**src/rtl/hf14a_pkg.sv**
```systemverilog
// rtl/hf14a_pkg.sv - shared constants and FSM state type for the ISO14443A reader sequencer
package hf14a_pkg;

    localparam logic [2:0] SNIFFER       = 3'b000;
    localparam logic [2:0] READER_LISTEN = 3'b011;
    localparam logic [2:0] READER_MOD    = 3'b100;

    localparam int SLOT_LEN = 16;

    typedef enum logic [2:0] {
        ST_IDLE,
        ST_TX,
        ST_GUARD,
        ST_LISTEN,
        ST_RXEND
    } state_e;

endpackage

```
**src/rtl/hf_slot_timer.sv**
```systemverilog
// rtl/hf_slot_timer.sv - 16-cycle slot counter with an end-of-slot strobe
module hf_slot_timer
    import hf14a_pkg::*;
(
    input  logic ck_1356meg,
    input  logic nrst,
    input  logic run_i,
    output logic slot_end_o
);

    logic [3:0] slot_cnt_q;
    logic [3:0] slot_cnt_d;

    // Held at zero while idle so the first slot of an exchange is always full length.
    always_comb begin
        slot_cnt_d = '0;
        if (run_i) begin
            slot_cnt_d = slot_cnt_q + 4'd1;
        end
    end

    always_ff @(negedge ck_1356meg or negedge nrst) begin
        if (!nrst) begin
            slot_cnt_q <= '0;
        end else begin
            slot_cnt_q <= slot_cnt_d;
        end
    end

    assign slot_end_o = run_i && (slot_cnt_q == 4'(SLOT_LEN - 1));

endmodule

```
**src/rtl/hf14a_reader_seq.sv**
```systemverilog
// rtl/hf14a_reader_seq.sv - reader exchange sequencer: TX pauses, frame guard, listen, end of reception
module hf14a_reader_seq
    import hf14a_pkg::*;
#(
    parameter int GUARD_SLOTS   = 72,
    parameter int TIMEOUT_SLOTS = 1024,
    parameter int RX_END_SLOTS  = 16
) (
    input  logic        ck_1356meg,
    input  logic        nrst,
    input  logic        start,
    input  logic        abort,
    input  logic [15:0] tx_data,
    input  logic [4:0]  tx_len,
    input  logic        curbit,
    output logic [2:0]  mod_type,
    output logic        mod_sig,
    output logic        busy,
    output logic        rx_seen,
    output logic        done,
    output logic        timeout
);

    localparam int GW = $clog2(GUARD_SLOTS + 1);
    localparam int TW = $clog2(TIMEOUT_SLOTS + 1);
    localparam int QW = $clog2(RX_END_SLOTS + 1);
    localparam logic [GW-1:0] GUARD_LAST = GW'(GUARD_SLOTS - 1);
    localparam logic [TW-1:0] TO_LAST    = TW'(TIMEOUT_SLOTS - 1);
    localparam logic [TW-1:0] TO_MAX     = TW'(TIMEOUT_SLOTS);
    localparam logic [QW-1:0] QUIET_LAST = QW'(RX_END_SLOTS - 1);

    state_e        state_q, state_d;
    logic [15:0]   tx_q, tx_d;
    logic [3:0]    idx_q, idx_d;
    logic [GW-1:0] guard_q, guard_d;
    logic [TW-1:0] to_q, to_d;
    logic [QW-1:0] quiet_q, quiet_d;
    logic          rx_seen_q, rx_seen_d;
    logic          timeout_q, timeout_d;
    logic          slot_end;
    logic [4:0]    len_c;

    hf_slot_timer u_slot_timer (
        .ck_1356meg (ck_1356meg),
        .nrst       (nrst),
        .run_i      (busy),
        .slot_end_o (slot_end)
    );

    assign len_c = (tx_len > 5'd16) ? 5'd16 : tx_len;

    always_comb begin
        state_d   = state_q;
        tx_d      = tx_q;
        idx_d     = idx_q;
        guard_d   = guard_q;
        to_d      = to_q;
        quiet_d   = quiet_q;
        rx_seen_d = rx_seen_q;
        timeout_d = 1'b0;
        if (abort) begin
            state_d = ST_IDLE;
        end else begin
            unique case (state_q)
                ST_IDLE: begin
                    if (start) begin
                        tx_d      = tx_data;
                        idx_d     = 4'(len_c - 5'd1);
                        guard_d   = '0;
                        to_d      = '0;
                        quiet_d   = '0;
                        rx_seen_d = 1'b0;
                        state_d   = (len_c != 5'd0) ? ST_TX : ST_GUARD;
                    end
                end
                ST_TX: begin
                    if (slot_end) begin
                        if (idx_q == 4'd0) begin
                            state_d = ST_GUARD;
                        end else begin
                            idx_d = idx_q - 4'd1;
                        end
                    end
                end
                ST_GUARD: begin
                    if (slot_end) begin
                        if (guard_q == GUARD_LAST) begin
                            state_d = ST_LISTEN;
                        end else begin
                            guard_d = guard_q + GW'(1);
                        end
                    end
                end
                ST_LISTEN: begin
                    if (slot_end) begin
                        if (to_q != TO_MAX) begin
                            to_d = to_q + TW'(1);
                        end
                        // Tag activity in the last timeout slot takes priority over the timeout.
                        if (curbit) begin
                            rx_seen_d = 1'b1;
                            quiet_d   = '0;
                        end else if (rx_seen_q) begin
                            if (quiet_q == QUIET_LAST) begin
                                state_d = ST_RXEND;
                            end else begin
                                quiet_d = quiet_q + QW'(1);
                            end
                        end else if (to_q == TO_LAST) begin
                            state_d   = ST_IDLE;
                            timeout_d = 1'b1;
                        end
                    end
                end
                ST_RXEND: begin
                    state_d = ST_IDLE;
                end
                default: begin
                    state_d = ST_IDLE;
                end
            endcase
        end
    end

    always_ff @(negedge ck_1356meg or negedge nrst) begin
        if (!nrst) begin
            state_q   <= ST_IDLE;
            tx_q      <= '0;
            idx_q     <= '0;
            guard_q   <= '0;
            to_q      <= '0;
            quiet_q   <= '0;
            rx_seen_q <= 1'b0;
            timeout_q <= 1'b0;
        end else begin
            state_q   <= state_d;
            tx_q      <= tx_d;
            idx_q     <= idx_d;
            guard_q   <= guard_d;
            to_q      <= to_d;
            quiet_q   <= quiet_d;
            rx_seen_q <= rx_seen_d;
            timeout_q <= timeout_d;
        end
    end

    always_comb begin
        mod_type = SNIFFER;
        unique case (state_q)
            ST_TX:                         mod_type = READER_MOD;
            ST_GUARD, ST_LISTEN, ST_RXEND: mod_type = READER_LISTEN;
            default:                       mod_type = SNIFFER;
        endcase
    end

    assign mod_sig = (state_q == ST_TX) && tx_q[idx_q];
    assign busy    = (state_q != ST_IDLE);
    assign done    = (state_q == ST_RXEND);
    assign timeout = timeout_q;
    assign rx_seen = rx_seen_q;

endmodule
```
**config.mk**
```make
export PLATFORM = sky130hd
export DESIGN_NAME = hf14a_reader_seq
export DESIGN_NICKNAME = d
export VERILOG_FILES = /design/src/rtl/hf14a_pkg.sv /design/src/rtl/hf_slot_timer.sv /design/src/rtl/hf14a_reader_seq.sv
export SDC_FILE = /design/constraint.sdc
export NUM_CORES = 1
export LEC_CHECK = 0
export ABC_AREA = 1
export ABC_CLOCK_PERIOD_IN_PS = 3600
export BUFFER_PORTS_ARGS = -buffer_cell sky130_fd_sc_hd__buf_2
export CORE_AREA = 3 3 78 72
export CTS_CLUSTER_SIZE = 30
export DETAILED_ROUTE_END_ITERATION = 8
export DIE_AREA = 0 0 81 75
export GPL_TIMING_DRIVEN = 1
export HOLD_SLACK_MARGIN = 0.08
export PLACE_DENSITY = 0.9
export SLEW_MARGIN = 25
export SYNTH_ARGS = -nofsm -noshare
export SYNTH_HDL_FRONTEND = slang
export SYNTH_SLANG_ARGS = --single-unit
```
**constraint.sdc**
```tcl
create_clock -name ck_1356meg -period 3.6 [get_ports ck_1356meg]
set_input_delay 0.72 -clock ck_1356meg [delete_from_list [all_inputs] [get_ports ck_1356meg]]
set_output_delay 0.72 -clock ck_1356meg [all_outputs]
set_load 0.02 [all_outputs]
```
==> run summary <==
The global placer's final weighted congestion is 0.8518, and the layout-stage area growth over the synthesis result is 22.15%. The synthesized netlist devotes 2.888% of its cell area to XOR and XNOR gates. The largest individual stage delay along the critical path comes from the cell sky130_fd_sc_hd__dfrtn_1.

Counting every net in the synthesized netlist gives 445. The H-tree was split into 2 levels. The post-route netlist has 23.74% of its cells at a drive strength greater than 1. The count of buffers added on input and output ports is 33. The deepest clock path buffer count came out at 2. The final reports fail on setup timing.

The first global-routing pass estimated 12.33 mm of wire. The placed wire-length estimate was 4.752 mm; the residual overflow from global routing was 0. The net total in the final layout was 508; the delay of the slowest critical-path stage was 0.39 ns.

Counting buffers and inverters, the worst setup path is 7 cells deep. The area of the core was 4865 um^2. The area of the mapped netlist is 3033 um^2.

After synthesis, the mean cell area works out to 7.361 um^2. The tree built by TritonCTS fans out to 52 sinks. Broken down by cell family, the worst path's largest delay share belongs to compound AO/OA/AOI/OAI gates.

At the pin with the least slew margin, the transition time is 0.3284 ns. The instance count after placement with tap cells included is 517, and the fraction of synthesis flops using an asynchronous set or reset pin is 100.0%. For the total non-filler cell area in the finished layout, the log shows 3705 um^2.

Share of cell area taken by muxes after synthesis: 0%. The die is 81 um wide. The startpoint of the worst setup timing path was idx_q[0]$_DFFE_NN0P_. The worst setup path is of the reg2out kind.

TritonCTS built the clock tree. The final-report hold violation count was 0; the clock insertion delay at the later pin of the skew report was 0.31 ns. The data required time of the critical path is 2.88 ns.

The number of antenna violations at the first check in global routing is 0. For this run, the leading register cell type out of synthesis is sky130_fd_sc_hd__dfrtn_1. Setup repair after global routing could not meet its margin everywhere.

The Yosys step of the flow raised 0 warnings. The largest fanout on the critical path was 7; the clock buffer count from CTS was 5. Final setup violation count: 6. The effective utilization at floorplan is 62.35%.

The run gives 0.006797 ns as the largest clock skew in the final design. Synthesized flop and latch total: 52. Ranked by instance count, the synthesized netlist is headed by 147 x sky130_fd_sc_hd__nand2_1, 52 x sky130_fd_sc_hd__dfrtn_1, 46 x sky130_fd_sc_hd__nor2_1, 34 x sky130_fd_sc_hd__inv_1, 24 x sky130_fd_sc_hd__o21ai_0.

The critical path ends at mod_sig. The DRC marker count from the first detailed-route iteration was 255. Data arrives at the worst endpoint at 3.46 ns. For the total wirelength of the detailed-routed design, the log shows 7.414 mm. The run finished, with violations left. Measured in cells, the most critical reg-to-reg path has a length of 12. In this run the tightest slew margin relative to its limit is 78.11%. The type of origin of the critical path is a flip-flop.

The total power draw came out at 2.350 mW. In this run the critical register-to-register path is launched from state_q[2]$_DFFE_NN0P_. The number of distinct library cells after synthesis is 32.

Yosys attributes the largest share of cell area to sky130_fd_sc_hd__dfrtn_1 43%, sky130_fd_sc_hd__nand2_1 18%, sky130_fd_sc_hd__nor2_1 5.7%. The run gives 0 as the number of max-slew violations in the final report. The run gives 0 as the number of nets with antenna violations after detailed routing. Before antenna repair, the detailed router went through 5 iterations. The number of hold buffers added after CTS was 0. After synthesis, the largest family of logic cells by area is simple AND/OR/NAND/NOR gates. After detailed placement, the total cell area comes to 3356 um^2. Synthesis produced a netlist whose cell count is 412. The top-area cell type share of the netlist area was 42.90%. For the setup slack after layout, the log shows -0.5768 ns. Category of the worst setup path capture point: a primary output. Together, buffers and inverters on the worst path number 3.

The synthesized netlist devotes 8.416% of its cell area to compound gates. For this design the top-level I/O count stands at 34. The routed wire length per instance works out to 13.70 um. In this run the clock root is driven by a sky130_fd_sc_hd__clkbuf_8. After synthesis, flip-flops and latches occupy 42.90% of the total area. Summing the areas of all fa, ha and maj instances in the mapped netlist gives 2.888% of the synthesized area.

For this run, the share of the core covered by cells in the final layout is 76.16%. The tools report the max-capacitance violation count as 0. The CTS clock-pin slew for the worst setup and hold paths was 0.06 ns.

sky130_fd_sc_hd__nand2_1 is the most common cell in the netlist. Row generation in the floorplan step produced 24 rows. The repair_antennas step left the layout with diodes totalling 0.

For this design the ratio of total power to cell area is 634.3 nW/um^2. The count of placed standard cells in the final layout, fillers left out was 541. Total global-route track usage: 26.28%. The number of synthesized flops with an enable pin was 0; the vertical die dimension was 75 um. The worst hold path belongs to the class reg2reg.

The leakage power total was 1.896 nW; the simple-gate area share of the yosys netlist was 35.27%. Summed over all instances, the cell type with the most area after synthesis is sky130_fd_sc_hd__dfrtn_1. Entering global routing, the biggest net connects 53 pins.

The floorplan die area was 6075 um^2; the peak supply drop was 508.8 uV. Counting the fill cells in the layout gives 343. The via count of the first global-routing pass was 2759; the number of vias per cell was 5.372. The endpoint identified for the worst register-to-register timing path is guard_q[0]$_DFFE_NN0P_. Summing over every cut layer, the via total after detailed routing is 2906. In the routed design, unresolved DRC markers number 0.

Walking the worst path, the cells encountered are buf_4 -> inv_6 -> o21ai_0 -> o211ai_1 -> nand3_1 -> a21oi_4 -> buf_6. Minimum setup slack among reg-to-reg paths: 1.58 ns.
## sequential cells by signal, indices dropped and copies added (netlist names)
| register | cells |
|---|---|
| u_slot_timer.slot_cnt_q | 4 |
| idx_q | 4 |
| state_q | 3 |
| to_q | 11 |
| quiet_q | 5 |
| guard_q | 7 |
| tx_q | 16 |
| rx_seen | 1 |
| timeout | 1 |
## placed cells by master, fill, tap and decap left out, types with 2 or more instances in the layout
| cell type | Yosys | final |
|---|---|---|
| sky130_fd_sc_hd__buf_2 | 6 | 27 |
| sky130_fd_sc_hd__or2_2 | 6 | 6 |
| sky130_fd_sc_hd__xnor2_1 | 4 | 4 |
| sky130_fd_sc_hd__o21ai_0 | 24 | 21 |
| sky130_fd_sc_hd__inv_2 | 6 | 9 |
| sky130_fd_sc_hd__xor2_1 | 6 | 6 |
| sky130_fd_sc_hd__nand2_4 | 3 | 3 |
| sky130_fd_sc_hd__a21oi_1 | 5 | 4 |
| sky130_fd_sc_hd__clkbuf_8 | 0 | 6 |
| sky130_fd_sc_hd__ha_1 | 7 | 7 |
| sky130_fd_sc_hd__o211ai_1 | 5 | 5 |
| sky130_fd_sc_hd__nor3_1 | 6 | 6 |
| sky130_fd_sc_hd__nand4_1 | 10 | 10 |
| sky130_fd_sc_hd__nand3_2 | 2 | 2 |
| sky130_fd_sc_hd__dfrtn_1 | 52 | 52 |
| sky130_fd_sc_hd__nand2_2 | 4 | 5 |
| sky130_fd_sc_hd__buf_6 | 2 | 14 |
| sky130_fd_sc_hd__o21ai_2 | 5 | 6 |
| sky130_fd_sc_hd__nand3_1 | 19 | 19 |
| sky130_fd_sc_hd__o21ai_1 | 3 | 5 |
| sky130_fd_sc_hd__nor2_4 | 1 | 3 |
| sky130_fd_sc_hd__nand2_1 | 147 | 145 |
| sky130_fd_sc_hd__buf_4 | 1 | 24 |
| sky130_fd_sc_hd__inv_1 | 34 | 30 |
| sky130_fd_sc_hd__nor2_1 | 46 | 45 |
## layout make-up
cell class	count	area (um^2)	share of cell area, %
Clock inverter	2	38.79	1.047
Clock buffer	6	82.58	2.229
Tap cell	65	81.33	2.195
Multi-Input combinational cell	309	1546	41.74
Inverter	41	161.4	4.357
Sequential cell	52	1301	35.12
Timing Repair Buffer	66	493.0	13.31
## cell families (layout without fill, tap and decap cells)
kind of cell    after synthesis  after routing
compound gates               44             44
buf+inv                      51            115
simple gates                248            248
fa+ha+maj                     7              7
xor+xnor                     10             10
flops                        52             52
## metal layers
layer / vias to the layer above / GRT usage (%) / part of all wire [%]
met1: 1330 / 33.54 / 41
met5: - / 0 / 0
met2: 126 / 45.31 / 50
met4: 0 / 9.381 / 2.3
met3: 20 / 4.665 / 5.9
li1: 1430 / - / -
## metrics by stage
step | hold slack, ns | TNS [ns] | setup slack, ns
after floorplan | 0.3644 | -0.2135 | -0.1198
after global placement | 0.3774 | -0.1729 | -0.1729
after detailed placement | 0.3870 | -0.2453 | -0.2450
after CTS | 0.3865 | -1.585 | -0.5109
after global routing | 0.4264 | -2.203 | -0.6659
final | 0.3858 | -1.874 | -0.5768
## power by group
part / leakage (nW) / total, mW / switching, mW / internal [mW]
registers: 0.690 / 0.868 / 0.124 / 0.743
clock network: 0.0614 / 0.427 / 0.199 / 0.228
logic: 1.14 / 1.06 / 0.608 / 0.447
total: 1.90 / 2.35 / 0.932 / 1.42
## worst min-delay path by stage
stage	startpoint	to	cells past startpoint
3_5_place_dp	u_slot_timer.slot_cnt_q[0]$_DFF_NN0_	u_slot_timer.slot_cnt_q[0]$_DFF_NN0_	1
5_1_grt	u_slot_timer.slot_cnt_q[0]$_DFF_NN0_	u_slot_timer.slot_cnt_q[0]$_DFF_NN0_	1
2_1_floorplan	u_slot_timer.slot_cnt_q[0]$_DFF_NN0_	u_slot_timer.slot_cnt_q[0]$_DFF_NN0_	1
4_1_cts	u_slot_timer.slot_cnt_q[0]$_DFF_NN0_	u_slot_timer.slot_cnt_q[0]$_DFF_NN0_	1
6_report	u_slot_timer.slot_cnt_q[0]$_DFF_NN0_	u_slot_timer.slot_cnt_q[0]$_DFF_NN0_	1
3_3_place_gp	u_slot_timer.slot_cnt_q[0]$_DFF_NN0_	u_slot_timer.slot_cnt_q[0]$_DFF_NN0_	1
## what timing repair did
item | in CTS | in global routing
pin swaps | 13 | 7
resized for setup | 29 | 11
buffers inserted | 12 | 7
gates cloned | 1 | 0
setup endpoints to repair | 6 | 6
Power figures use the tool's default switching activity.
